--- config.mk ---
export PLATFORM = sky130hd
export DESIGN_NAME = instr_mem_responder
export DESIGN_NICKNAME = d
export VERILOG_FILES = /design/src/rtl/e_gpu_icache_pkg.sv /design/src/rtl/instr_rsp_fifo.sv /design/src/rtl/instr_mem_responder.sv
export SDC_FILE = /design/constraint.sdc
export NUM_CORES = 1
export LEC_CHECK = 0
export CAP_MARGIN = 20
export CORE_ASPECT_RATIO = 0.5
export CORE_MARGIN = 10
export CORE_UTILIZATION = 51
export CTS_CLUSTER_DIAMETER = 30
export DETAILED_ROUTE_END_ITERATION = 8
export PLACE_DENSITY = 0.88
export SETUP_SLACK_MARGIN = 0.4
export SYNTH_ARGS = -nofsm -noshare
export SYNTH_HDL_FRONTEND = slang
export SYNTH_SLANG_ARGS = --single-unit
--- constraint.sdc ---
create_clock -name clk_i -period 2.5 [get_ports clk_i]
set_clock_uncertainty 0.1 [all_clocks]
set_input_delay 0.5 -clock clk_i [delete_from_list [all_inputs] [get_ports clk_i]]
set_output_delay 0.5 -clock clk_i [all_outputs]
set_load 0.005 [all_outputs]
--- src/rtl/e_gpu_icache_pkg.sv ---
// ----------------------------------------------------------------------------
// e_gpu_icache_pkg
// Shared widths and types for the L1 instruction-fetch path.
//   ICACHE_ADDR_W : word address width (byte address bits [31:2])
//   ICACHE_DATA_W : instruction word width
//   ICACHE_TAG_W  : fetch tag width, echoed unchanged on the response
//   icache_tag_t  : fetch tag
//   icache_rsp_t  : tag/data pair as seen by the pipeline
// ----------------------------------------------------------------------------
package e_gpu_icache_pkg;

    localparam int ICACHE_ADDR_W = 30;
    localparam int ICACHE_DATA_W = 32;
    localparam int ICACHE_TAG_W  = 8;

    typedef logic [ICACHE_TAG_W-1:0] icache_tag_t;

    typedef struct packed {
        icache_tag_t              tag;
        logic [ICACHE_DATA_W-1:0] data;
    } icache_rsp_t;

endpackage

--- src/rtl/instr_rsp_fifo.sv ---
// ----------------------------------------------------------------------------
// instr_rsp_fifo
// Synchronous FIFO with a registered write and a combinational head.
// DEPTH must be a power of two (pointers wrap naturally).
// Ports:
//   clk_i, rst_ni : clock, asynchronous active-low reset (empties the FIFO)
//   push_i, din_i : write request and data
//   pop_i         : remove the head entry (ignored when empty)
//   full_o        : DEPTH entries held
//   empty_o       : no entries held
//   head_o        : oldest entry, valid while !empty_o
// ----------------------------------------------------------------------------
module instr_rsp_fifo #(
    parameter int WIDTH = 8,
    parameter int DEPTH = 4
) (
    input  logic             clk_i,
    input  logic             rst_ni,
    input  logic             push_i,
    input  logic [WIDTH-1:0] din_i,
    input  logic             pop_i,
    output logic             full_o,
    output logic             empty_o,
    output logic [WIDTH-1:0] head_o
);

    localparam int PTR_W = $clog2(DEPTH);
    localparam int CNT_W = $clog2(DEPTH + 1);

    logic [WIDTH-1:0] store [DEPTH];
    logic [PTR_W-1:0] wr_ptr, rd_ptr;
    logic [CNT_W-1:0] count;
    logic             push_ok, pop_ok;

    assign empty_o = (count == '0);
    assign full_o  = (count == CNT_W'(DEPTH));
    assign pop_ok  = pop_i && !empty_o;
    // A push into a full FIFO is allowed only when the head leaves in the
    // same cycle: the slot being written is the one being read out.
    assign push_ok = push_i && (!full_o || pop_ok);
    assign head_o  = store[rd_ptr];

    // Storage needs no reset; only pointers and count define validity.
    always_ff @(posedge clk_i) begin
        if (push_ok) store[wr_ptr] <= din_i;
    end

    always_ff @(posedge clk_i or negedge rst_ni) begin
        if (!rst_ni) begin
            wr_ptr <= '0;
            rd_ptr <= '0;
            count  <= '0;
        end else begin
            if (push_ok) wr_ptr <= wr_ptr + PTR_W'(1);
            if (pop_ok)  rd_ptr <= rd_ptr + PTR_W'(1);
            if (push_ok && !pop_ok)      count <= count + CNT_W'(1);
            else if (pop_ok && !push_ok) count <= count - CNT_W'(1);
        end
    end

endmodule

--- src/rtl/instr_mem_responder.sv ---
// ----------------------------------------------------------------------------
// instr_mem_responder
// Responder end of the L1 instruction-fetch interface. Requests pass straight
// through to an in-order memory port while credit is available; returned
// words are queued and paired by order with the tags of the requests.
// Optional feature macro: INSTR_MEM_RESPONDER_PERF_EN (adds perf counters).
// Ports:
//   clk_i, rst_ni            : clock, asynchronous active-low reset
//   req_valid_i/addr_i/tag_i : fetch request from the pipeline
//   req_ready_o              : request accepted (with req_valid_i)
//   rsp_valid_o/data_o/tag_o : response to the pipeline, held until ready
//   rsp_ready_i              : pipeline accepts response
//   mem_req_valid_o/addr_o   : memory read request
//   mem_req_ready_i          : memory accepts request
//   mem_rsp_valid_i/data_i   : in-order memory read data, no backpressure
//   busy_o                   : at least one request outstanding
//   perf_req_count_o         : request handshakes (PERF_EN only)
//   perf_stall_count_o       : cycles with a refused request (PERF_EN only)
// ----------------------------------------------------------------------------
module instr_mem_responder
    import e_gpu_icache_pkg::*;
#(
    parameter int ADDR_W          = ICACHE_ADDR_W,
    parameter int DATA_W          = ICACHE_DATA_W,
    parameter int TAG_W           = ICACHE_TAG_W,
    parameter int MAX_OUTSTANDING = 4
) (
    input  logic              clk_i,
    input  logic              rst_ni,
    input  logic              req_valid_i,
    input  logic [ADDR_W-1:0] req_addr_i,
    input  logic [TAG_W-1:0]  req_tag_i,
    output logic              req_ready_o,
    output logic              rsp_valid_o,
    output logic [DATA_W-1:0] rsp_data_o,
    output logic [TAG_W-1:0]  rsp_tag_o,
    input  logic              rsp_ready_i,
    output logic              mem_req_valid_o,
    output logic [ADDR_W-1:0] mem_req_addr_o,
    input  logic              mem_req_ready_i,
    input  logic              mem_rsp_valid_i,
    input  logic [DATA_W-1:0] mem_rsp_data_i,
    output logic              busy_o
`ifdef INSTR_MEM_RESPONDER_PERF_EN
    ,
    output logic [31:0]       perf_req_count_o,
    output logic [31:0]       perf_stall_count_o
`endif
);

    localparam int CNT_W = $clog2(MAX_OUTSTANDING + 1);

    logic [CNT_W-1:0] cnt;       // accepted, not yet popped by the pipeline
    logic [CNT_W-1:0] inflight;  // sent to memory, data not yet returned
    logic             credit_ok, req_hs, rsp_hs, data_push;
    logic             tag_full, tag_empty, data_full, data_empty;

    assign credit_ok       = (cnt < CNT_W'(MAX_OUTSTANDING));
    assign req_ready_o     = mem_req_ready_i && credit_ok;
    assign mem_req_valid_o = req_valid_i && credit_ok;
    assign mem_req_addr_o  = req_addr_i;
    assign req_hs          = req_valid_i && req_ready_o;
    assign rsp_valid_o     = !data_empty;
    assign rsp_hs          = rsp_valid_o && rsp_ready_i;
    assign busy_o          = (cnt != '0);
    // Data with nothing in flight (e.g. a late return across reset) is dropped.
    assign data_push       = mem_rsp_valid_i && (inflight != '0);

    // Credit only reopens through the registered count, so a pop at
    // cnt == MAX_OUTSTANDING admits a new request one cycle later.
    always_ff @(posedge clk_i or negedge rst_ni) begin
        if (!rst_ni) begin
            cnt <= '0;
        end else if (req_hs && !rsp_hs) begin
            cnt <= cnt + CNT_W'(1);
        end else if (rsp_hs && !req_hs) begin
            cnt <= cnt - CNT_W'(1);
        end
    end

    // Memory cannot answer in the cycle of its own request, so the return
    // can never race the increment for the same entry.
    always_ff @(posedge clk_i or negedge rst_ni) begin
        if (!rst_ni) begin
            inflight <= '0;
        end else if (req_hs && !data_push) begin
            inflight <= inflight + CNT_W'(1);
        end else if (data_push && !req_hs) begin
            inflight <= inflight - CNT_W'(1);
        end
    end

    instr_rsp_fifo #(.WIDTH(TAG_W), .DEPTH(MAX_OUTSTANDING)) u_tag_fifo (
        .clk_i   (clk_i),
        .rst_ni  (rst_ni),
        .push_i  (req_hs),
        .din_i   (req_tag_i),
        .pop_i   (rsp_hs),
        .full_o  (tag_full),
        .empty_o (tag_empty),
        .head_o  (rsp_tag_o)
    );

    instr_rsp_fifo #(.WIDTH(DATA_W), .DEPTH(MAX_OUTSTANDING)) u_data_fifo (
        .clk_i   (clk_i),
        .rst_ni  (rst_ni),
        .push_i  (data_push),
        .din_i   (mem_rsp_data_i),
        .pop_i   (rsp_hs),
        .full_o  (data_full),
        .empty_o (data_empty),
        .head_o  (rsp_data_o)
    );

`ifdef INSTR_MEM_RESPONDER_PERF_EN
    always_ff @(posedge clk_i or negedge rst_ni) begin
        if (!rst_ni) begin
            perf_req_count_o   <= '0;
            perf_stall_count_o <= '0;
        end else begin
            if (req_hs)                     perf_req_count_o   <= perf_req_count_o + 32'd1;
            if (req_valid_i && !req_ready_o) perf_stall_count_o <= perf_stall_count_o + 32'd1;
        end
    end
`endif

`ifndef SYNTHESIS
    a_no_stray_rsp: assert property (@(posedge clk_i) disable iff (!rst_ni)
        mem_rsp_valid_i |-> (inflight != '0))
        else $warning("instr_mem_responder: memory data with no request in flight dropped");
    a_tag_no_ovf: assert property (@(posedge clk_i) disable iff (!rst_ni)
        req_hs |-> (!tag_full || rsp_hs));
    a_data_no_ovf: assert property (@(posedge clk_i) disable iff (!rst_ni)
        data_push |-> (!data_full || rsp_hs));
    a_tag_paired: assert property (@(posedge clk_i) disable iff (!rst_ni)
        rsp_valid_o |-> !tag_empty);
`endif

endmodule

# == Word-level counts from Yosys, hierarchy flattened ==
# Memories as Yosys holds them, arrays and structs flattened.
# Cells that the tools add are included.
# W data, S select, Z words.
# op_classes
add_sub_neg,12
eq_ne,2
order_cmp,1
mul,0
muxes,12
reduce_logical,38
div_mod_pow,0
n_bitwise,0
shifts,0
# op_table
operator,n
$mux W3,8
$logic_and A1 B1 Y1,17
$add A3 B1 Y3 const B,4
$sub A3 B1 Y3 const B,4
$logic_not A1 Y1,11
$add A2 B1 Y2 const B,4
$reduce_bool A2 Y1,4
$eq A3 B3 Y1 const B,2
$logic_not A3 Y1,2
$reduce_bool A3 Y1,2
$mux W1,4
$lt A3 B3 Y1 const B,1
$logic_or A1 B1 Y1,2
# totals
in_bits,76
mem_bits_rw,160
rom_bits,0
wordCells,75
latch_bits,0
mem_count,2
register_bits,20
out_inout_bits,74
# memory_table
name,words,word_bits,rd,rd_clocked_by_memory_dff,write_ports,line,text
u_data_fifo.store,4,32,1,0,1,instr_rsp_fifo.sv:30,logic [WIDTH-1:0] store [DEPTH];
u_tag_fifo.store,4,8,1,0,1,instr_rsp_fifo.sv:30,

# == Longest topological paths before layout ==
# Gate-level depths: netlist of run 1.
# depth
ltp_word,10
ltp_mapped,8
mapped_depth_nobuf,8

# == Modules after synthesis ==
# From an unflattened synthesis of run 1, not the netlist that was laid out.
# hier_totals
hier_cells,341
hier_area_um2,7264.5
# modules_own_cells
module,seq_area_each_um2,area_each_um2,instances,cells_per_inst
instr_rsp_fifo (u_data_fifo),4018.9,5094.9,1,203
instr_rsp_fifo (u_tag_fifo),1136.1,1591.5,1,77
instr_mem_responder,150.1,578.1,1,61

# == Worst setup path after synthesis of run 1 ==
# No wires, ideal clock.
# synth_path
path_kind,input to register
start,in rsp_ready_i
end,reg u_tag_fifo.count[1]
setup_slack_ns,0.195
setup_time_ns,0.125
arrival_ns,2.080
t_required_ns,2.275
path_buffers,0
stages,6
cell_sequence,or4b_4 -> o211a_4 -> ha_1 -> inv_1 -> fa_1 -> mux2_2
# synth_between
elab_chain_cells,7
elab_cells_between_ends,10
cone_classes,1 x mux; 9 x reduce/logical
# synth_rtl
element,line,text
start: declaration,instr_mem_responder.sv:37,"input logic rsp_ready_i,"
$logic_and A1 B1 Y1 *,instr_mem_responder.sv:64,assign rsp_hs = rsp_valid_o && rsp_ready_i;
$logic_and A1 B1 Y1 *,instr_rsp_fifo.sv:37,assign pop_ok = pop_i && !empty_o;
$logic_or A1 B1 Y1 *,instr_rsp_fifo.sv:40,assign push_ok = push_i && (!full_o || pop_ok);
$logic_and A1 B1 Y1 *,instr_rsp_fifo.sv:40,
net u_tag_fifo.push_ok,instr_rsp_fifo.sv:33,"logic push_ok, pop_ok;"
$logic_not A1 Y1,instr_rsp_fifo.sv:57,else if (pop_ok && !push_ok) count <= count - CNT_W'(1);
$logic_and A1 B1 Y1,instr_rsp_fifo.sv:57,
$reduce_bool A2 Y1 (no line),--,
end signal: assignment,instr_rsp_fifo.sv:56,if (push_ok && !pop_ok) count <= count + CNT_W'(1);
end signal: assignment,instr_rsp_fifo.sv:57,
end: declaration,instr_rsp_fifo.sv:32,logic [CNT_W-1:0] count;
# The timed path passes the listed nets; every way through them passes the cells marked *.
# A chain may end at the register's enable or synchronous reset.

# == Worst setup path after layout of run 1 ==
# layout_path
start,reg u_data_fifo.rd_ptr[0]
end,out rsp_data_o[13]
# layout_between
elab_chain_cells,1
# layout_rtl
element,line,text
start: declaration,instr_rsp_fifo.sv:31,"logic [PTR_W-1:0] wr_ptr, rd_ptr;"
start signal: assignment,instr_rsp_fifo.sv:55,if (pop_ok) rd_ptr <= rd_ptr + PTR_W'(1);
$mem_v2 Z4 W32,--,
end: declaration,instr_mem_responder.sv:35,"output logic [DATA_W-1:0] rsp_data_o,"
# Every way passes these cells.

==> flow_metrics.env, run 1 <==
export IMPL_routed_wl_um=14000
export IMPL_grt_max_degree=33
export IMPL_finalPower_mw=11.5
export IMPL_die_h_um=104
export IMPL_drive_gt1_share_pct=44.1
export IMPL_io_buffers=89
export IMPL_fin_crit_sh_pct=98.1
export IMPL_endpoint_kind="primary output"
export IMPL_finalCriticalPeriod_ns=2.45
export IMPL_cts_buffers_inserted=17
export IMPL_worst_r2r_cell_count=6
export IMPL_fmax_ghz=0.408
export IMPL_sequentialPowerShare_pct=37.4
export IMPL_syn_avg_cell_area_um2=21.3
export IMPL_cts_tree="done"
export IMPL_grt_pass1_wl_um=22400
export IMPL_setup_viol=0
export IMPL_required_ns=1.90
export IMPL_status="complete, no violations"
export IMPL_p_per_area_mw_per_mm2=1210
export IMPL_dr_first_iter_drc_count=212
export IMPL_initial_utilization_pct=52.4
export IMPL_vdd_drop_max_uv=569
export IMPL_clock_path_buffers=2
export IMPL_final_cell_mix="edfxtp_1 (160), buf_6 (52), clkdlybuf4s50_1 (44), mux4_2 (40), buf_4 (25)"
export IMPL_ys_ff_latch=180
export IMPL_antennaDiodeCount=0
export IMPL_hold_viol=0
export IMPL_dpl_hpwl_um=8570
export IMPL_clock_power_share_pct=23.7
export IMPL_yosysSeqAreaShare_pct=74.0
export IMPL_drtAntennaViolNets=0
export IMPL_netlist_area_leader_share_pct=67.1
export IMPL_wire_per_inst_um=20.8
export IMPL_grt_antenna_before_repair=0
export IMPL_netSwitchingPower_mw=3.21
export IMPL_worstSkewPairLatency_ns=0.41
export IMPL_r2r_slack_ns=0.26
export IMPL_r2r_start="u_tag_fifo.count[1]"
export IMPL_cts_sinks=180
export IMPL_hold_ws_ns=0.335
export IMPL_area_delta_synth_final_pct=32.7
export IMPL_hold_class="input port to asynchronous set/reset pin"
export IMPL_critPathMaxFanout=5
export IMPL_internal_power_mw=8.24
export IMPL_worstSetupPathType="flip-flop to primary output"
export IMPL_tightest_slew_ns=0.405
export IMPL_grt_usage_pct=14.8
export IMPL_place_congestion=0.697
export IMPL_r2r_end="u_tag_fifo.count[1]"
export IMPL_cts_root_buf="clkbuf_16"
export IMPL_ioPinCount=150
export IMPL_synth_distinct_cells=31
export IMPL_cap_viol_max_count=0
export IMPL_drt_first_pass_iters=4
export IMPL_vias_per_cell=5.24
export IMPL_cp_arrival_ns=1.85
export IMPL_dieArea_mm2=0.0195
export IMPL_ctsHoldBuffers=0
export IMPL_p_sw_share_pct=28.0
export IMPL_rows=30
export IMPL_remaining_drc_errors=0
export IMPL_vias=3526
export IMPL_syn_area_mm2=0.00717
export IMPL_synth_top_area_cell="edfxtp_1"
export IMPL_fp_dieW_um=188
export IMPL_p_leak_nw=3.41
export IMPL_rsz0062_at_grt="yes"
export IMPL_coreArea_mm2=0.0137
export IMPL_slew_headroom_pct=73.0
export IMPL_yosysWarnings=0
export IMPL_synth_cells=337
export IMPL_cts_max_level=4
export IMPL_syn_nets=429
export IMPL_maxSlewViolCount=0
export IMPL_final_common_cell="edfxtp_1"
export IMPL_synth_area_leaders="edfxtp_1 (67%), mux4_2 (13%), dfrtp_1 (7.0%)"
export IMPL_combinationalPowerShare_pct=38.9
export IMPL_startpoint_type="flip-flop"
export IMPL_nets=560
export IMPL_grt_pass1_vias=3919
export IMPL_cts_reportedPaths_clkPinSlew_ns=0.07
export IMPL_grt_overflow_total=0
[worst max-delay path by stage]
stage                          endpoint                  start  cells past startpoint
CTS                      rsp_data_o[13]  u_data_fifo.rd_ptr[0]                      5
detailed placement  u_tag_fifo.count[1]            rsp_ready_i                      7
floorplan           u_tag_fifo.count[1]            rsp_ready_i                      6
global placement    u_tag_fifo.count[1]            rsp_ready_i                      7
finish                   rsp_data_o[13]  u_data_fifo.rd_ptr[0]                      5
global route              rsp_data_o[8]  u_data_fifo.rd_ptr[0]                      5
[state kept, by name, indices dropped and copies added (netlist names)]
signal	count
u_tag_fifo.rd_ptr	2
inflight	3
u_data_fifo.wr_ptr	2
cnt	3
u_tag_fifo.wr_ptr	2
u_data_fifo.count	3
u_tag_fifo.count	3
u_data_fifo.rd_ptr	2
u_data_fifo.store	128
u_tag_fifo.store	32
[critical path, stage by stage (launching register included)]
cell	delay [ns]
dfrtp_2	0.46
buf_6	0.13
buf_12	0.11
buf_16	0.12
mux4_2	0.50
buf_6	0.13
[logic make-up after synthesis]
logic type / synth area share [%]
fa+ha+maj: 3.21
buf+inv: 4.24
mux: 13.6
compound gates: 0.472
xor+xnor: 2.20
simple gates: 2.27
flops: 74.0
[per-stage QoR]
| stage | std cells | setup TNS, ns | utilization [%] | instance area, um^2 | setup slack, ns |
|---|---|---|---|---|---|
| final | 673 | 0 | 69.6 | 9510 | 0.0480 |
| after global routing | 673 | -0.114 | 69.6 | 9510 | -0.0209 |
| after CTS | 663 | 0 | 67.3 | 9190 | 0.0319 |
| after detailed placement | 601 | -0.418 | 60.9 | 8320 | -0.203 |
| after global placement | 601 | -0.243 | 60.9 | 8320 | -0.180 |
| after floorplan | 337 | 0 | - | 7190 | 0.253 |
[per-layer routing]
metal,vias up,GRT usage [%],part of all wire (%)
li1,1562,-,-
met1,1842,16.7,40
met2,88,26.1,54
met3,34,3.58,4.0
met4,0,6.41,2.3
met5,-,0,0
[final cells by class]
class                           count  area, um^2
Multi-Input combinational cell    108        1670
Timing Repair Buffer              152        1640
Clock buffer                       18         429
Tap cell                          192         240
Sequential cell                   180        5310
Clock inverter                     14         185
Fill cell                         850        4160
Inverter                            9        33.8
[Yosys cell counts]
library cell and count:
mux2_1 1, buf_2 6, nor4b_1 1, and2_2 3, o31ai_1 1, buf_1 1
fa_1 4, xor2_1 9, clkbuf_1 3, inv_1 9, nand3_1 1, ha_1 12
mux4_2 40, mux2_4 1, or3b_1 1, or4b_4 1, mux2_2 4, xnor2_1 9
buf_4 30, and2_1 5, nand2_1 2, o31a_1 1, or3_4 1, nor2b_1 2
nor2_1 5, or3_2 1, dfrtp_1 20, or3_1 1, and3b_1 1, edfxtp_1 160
o211a_4 1
[power groups by stage]
stage / logic (mW) / registers (mW) / clock network (mW)
2_1_floorplan: 1.93 / 4.21 / 0
3_3_place_gp: 3.45 / 4.30 / 0
3_5_place_dp: 3.52 / 4.34 / 0
4_1_cts: 3.95 / 4.27 / 2.76
5_1_grt: 4.82 / 4.35 / 2.90
6_report: 4.45 / 4.29 / 2.72
[what timing repair did]
action	in CTS	in global routing
buffers inserted	26	10
pin swaps	9	10
gates resized for setup	201	50
endpoints found under the setup margin	49	49
endpoints found under the hold margin	0	0
gates cloned	4	0
No activity file was read; power rests on OpenSTA's default activity.
==> inputs of run 2 (changes only) <==
--- a/config.mk
+++ b/config.mk
@@ -8,10 +8,10 @@
 export CAP_MARGIN = 20
 export CORE_ASPECT_RATIO = 0.5
 export CORE_MARGIN = 10
-export CORE_UTILIZATION = 51
+export CORE_UTILIZATION = 50
 export CTS_CLUSTER_DIAMETER = 30
 export DETAILED_ROUTE_END_ITERATION = 8
-export PLACE_DENSITY = 0.88
+export PLACE_DENSITY = 0.86
 export SETUP_SLACK_MARGIN = 0.4
 export SYNTH_ARGS = -nofsm -noshare
 export SYNTH_HDL_FRONTEND = slang
==> constraint.sdc (replaced) <==
create_clock -name clk_i -period 2.85 [get_ports clk_i]
set_clock_uncertainty 0.1 [all_clocks]
set_input_delay 0.57 -clock clk_i [delete_from_list [all_inputs] [get_ports clk_i]]
set_output_delay 0.57 -clock clk_i [all_outputs]
set_load 0.005 [all_outputs]
==> flow_metrics.env, run 2 (same netlist as run 1, synthesis figures left out) <==
export IMPL_status="complete, no violations"
export IMPL_setup_viol=0
export IMPL_grt_pass1_wl_um=21000
export IMPL_fin_ws_ns=0.283
export IMPL_clock_path_buffers=2
export IMPL_initial_utilization_pct=52.0
export IMPL_final_cell_mix="edfxtp_1 (160), clkdlybuf4s50_1 (47), mux4_2 (40), buf_4 (24), dfrtp_1 (18)"
export IMPL_area_delta_synth_final_pct=24.3
export IMPL_dr_first_iter_drc_count=193
export IMPL_endpoint_kind="primary output"
export IMPL_grt_pass1_vias=3671
export IMPL_wire_per_inst_um=20.9
export IMPL_drt_first_pass_iters=5
export IMPL_r2r_slack_ns=0.55
export IMPL_coreArea_mm2=0.0138
export IMPL_routed_wl_um=13600
export IMPL_worstSkewPairLatency_ns=0.42
export IMPL_vdd_drop_max_uv=538
export IMPL_cts_max_level=4
export IMPL_cts_buffers_inserted=17
export IMPL_critPathMaxFanout=5
export IMPL_grt_antenna_before_repair=0
export IMPL_remaining_drc_errors=0
export IMPL_hold_start="inflight[2]"
export IMPL_slew_headroom_pct=38.5
export IMPL_fp_dieW_um=189
export IMPL_met3_usage_pct=3.55
export IMPL_cts_sinks=180
export IMPL_reg_top3="u_data_fifo.store x128, u_tag_fifo.store x32"
export IMPL_fin_util_pct=64.7
export IMPL_top_register="u_data_fifo.store"
export IMPL_worstHoldEndpoint="inflight[2]"
export IMPL_maxSlewViolCount=0
export IMPL_cts_root_buf="clkbuf_16"
export IMPL_rows=30
export IMPL_antennaDiodeCount=0
export IMPL_worstSetupPathType="flip-flop to primary output"
export IMPL_fillCellCount=901
export IMPL_nets=537
export IMPL_hold_viol=0
export IMPL_die_h_um=105
export IMPL_vias_per_cell=5.23
export IMPL_fin_crit_sh_pct=90.1
export IMPL_r2r_start="u_tag_fifo.count[0]"
export IMPL_r2r_end="u_tag_fifo.count[1]"
export IMPL_tightest_slew_ns=0.920
export IMPL_cts_reportedPaths_clkPinSlew_ns=0.07
export IMPL_largest_reg_flops=128
export IMPL_cts_tree="done"
export IMPL_use_met1_pct=15.4
export IMPL_grt_overflow_total=0
export IMPL_ioPinCount=150
export IMPL_worst_r2r_cell_count=6
export IMPL_grt_max_degree=33
export IMPL_grt_usage_pct=13.8
export IMPL_drtAntennaViolNets=0
export IMPL_p_per_area_mw_per_mm2=1020
export IMPL_place_congestion=0.707
export IMPL_cp_arrival_ns=1.90
export IMPL_required_ns=2.18
export IMPL_dpl_hpwl_um=8380
export IMPL_io_buffers=89
export IMPL_hold_path_depth=1
export IMPL_place_ws_ns=-0.0142
export IMPL_final_common_cell="edfxtp_1"
export IMPL_finalCriticalPeriod_ns=2.57
export IMPL_setup_tns_ns=0
export IMPL_fmax_ghz=0.390
export IMPL_cap_viol_max_count=0
export IMPL_finalPower_mw=9.12
export IMPL_rsz0062_at_grt="yes"
export IMPL_dieArea_mm2=0.0198
export IMPL_vias=3401
export IMPL_p_leak_nw=3.17
export IMPL_hold_class="flip-flop to flip-flop"
export IMPL_grtUsageMet2_pct=24.3
export IMPL_startpoint_type="flip-flop"
export IMPL_top_usage_layer="met2"
export IMPL_drive_gt1_share_pct=35.4
-- run 2: changes by cell type in the layout (fill, tap and decap cells not counted), moves of 6 or more --
cell      before  now
buf_12        10    4
buf_2         11   17
buf_6         52   16
clkbuf_2       1   10
-- run 2: layout make-up --
cell class              count  area (um^2)  area share [%]
clock buffers              17          425            4.77
clock inverters            15          121            1.36
repair buffers            129         1220            13.7
inverters                   9         33.8           0.379
multi-input cells         108         1560            17.5
well taps                 192          240            2.70
flip-flops and latches    180         5310            59.6
-- run 2: power breakdown --
part           internal (mW)  switching (mW)
Sequential              3.49           0.282
Combinational           1.86            1.33
Clock                   1.14            1.02
Total                   6.49            2.63
-- run 2: timing repair --
action | in CTS | in global routing
hold buffers | 0 | 0
setup endpoints to repair | 40 | 40
cloned | 3 | 0
gates resized for setup | 134 | 28
setup buffers | 19 | 9
-- run 2: worst max path at each step --
stage                               start             endpoint  slack, ns  cells past startpoint
finish              u_data_fifo.rd_ptr[0]       rsp_data_o[21]       0.28                      4
global route        u_data_fifo.rd_ptr[0]       rsp_data_o[21]       0.25                      4
global placement              rsp_ready_i  u_tag_fifo.count[1]       0.02                      7
CTS                  u_tag_fifo.rd_ptr[0]         rsp_tag_o[3]       0.25                      3
detailed placement            rsp_ready_i  u_tag_fifo.count[1]      -0.01                      7
floorplan                     rsp_ready_i  u_tag_fifo.count[1]       0.47                      6
-- run 2: metal layers --
| metal | routed length, um | vias to the layer above |
|---|---|---|
| met5 | 0 | - |
| met4 | 313 | 0 |
| met3 | 759 | 41 |
| met2 | 7270 | 107 |
| met1 | 5230 | 1729 |
| li1 | - | 1524 |
-- run 2: worst max-delay path, stage by stage, from the launching register on --
cell           delay (ns)
dfrtp_2              0.43
buf_6                0.13
buf_16               0.11
mux4_2               0.50
dlygate4sd2_1        0.31
-- run 2: metrics by stage --
stage / instances / hold WS, ns / area [um^2]
global placement: 587 / 0.372 / 8110
detailed placement: 587 / 0.372 / 8110
floorplan: 337 / 0.174 / 7170
finish: 650 / 0.384 / 8910
global route: 650 / 0.390 / 8910
CTS: 641 / 0.381 / 8830
==> inputs of run 3 (changes only) <==
--- a/config.mk
+++ b/config.mk
@@ -13,6 +13,7 @@
 export DETAILED_ROUTE_END_ITERATION = 8
 export PLACE_DENSITY = 0.86
 export SETUP_SLACK_MARGIN = 0.4
+export SKIP_LAST_GASP = 1
 export SYNTH_ARGS = -nofsm -noshare
 export SYNTH_HDL_FRONTEND = slang
 export SYNTH_SLANG_ARGS = --single-unit
==> results of run 3 <==
No change in the layout: final DEF, timing and power equal those of run 2.
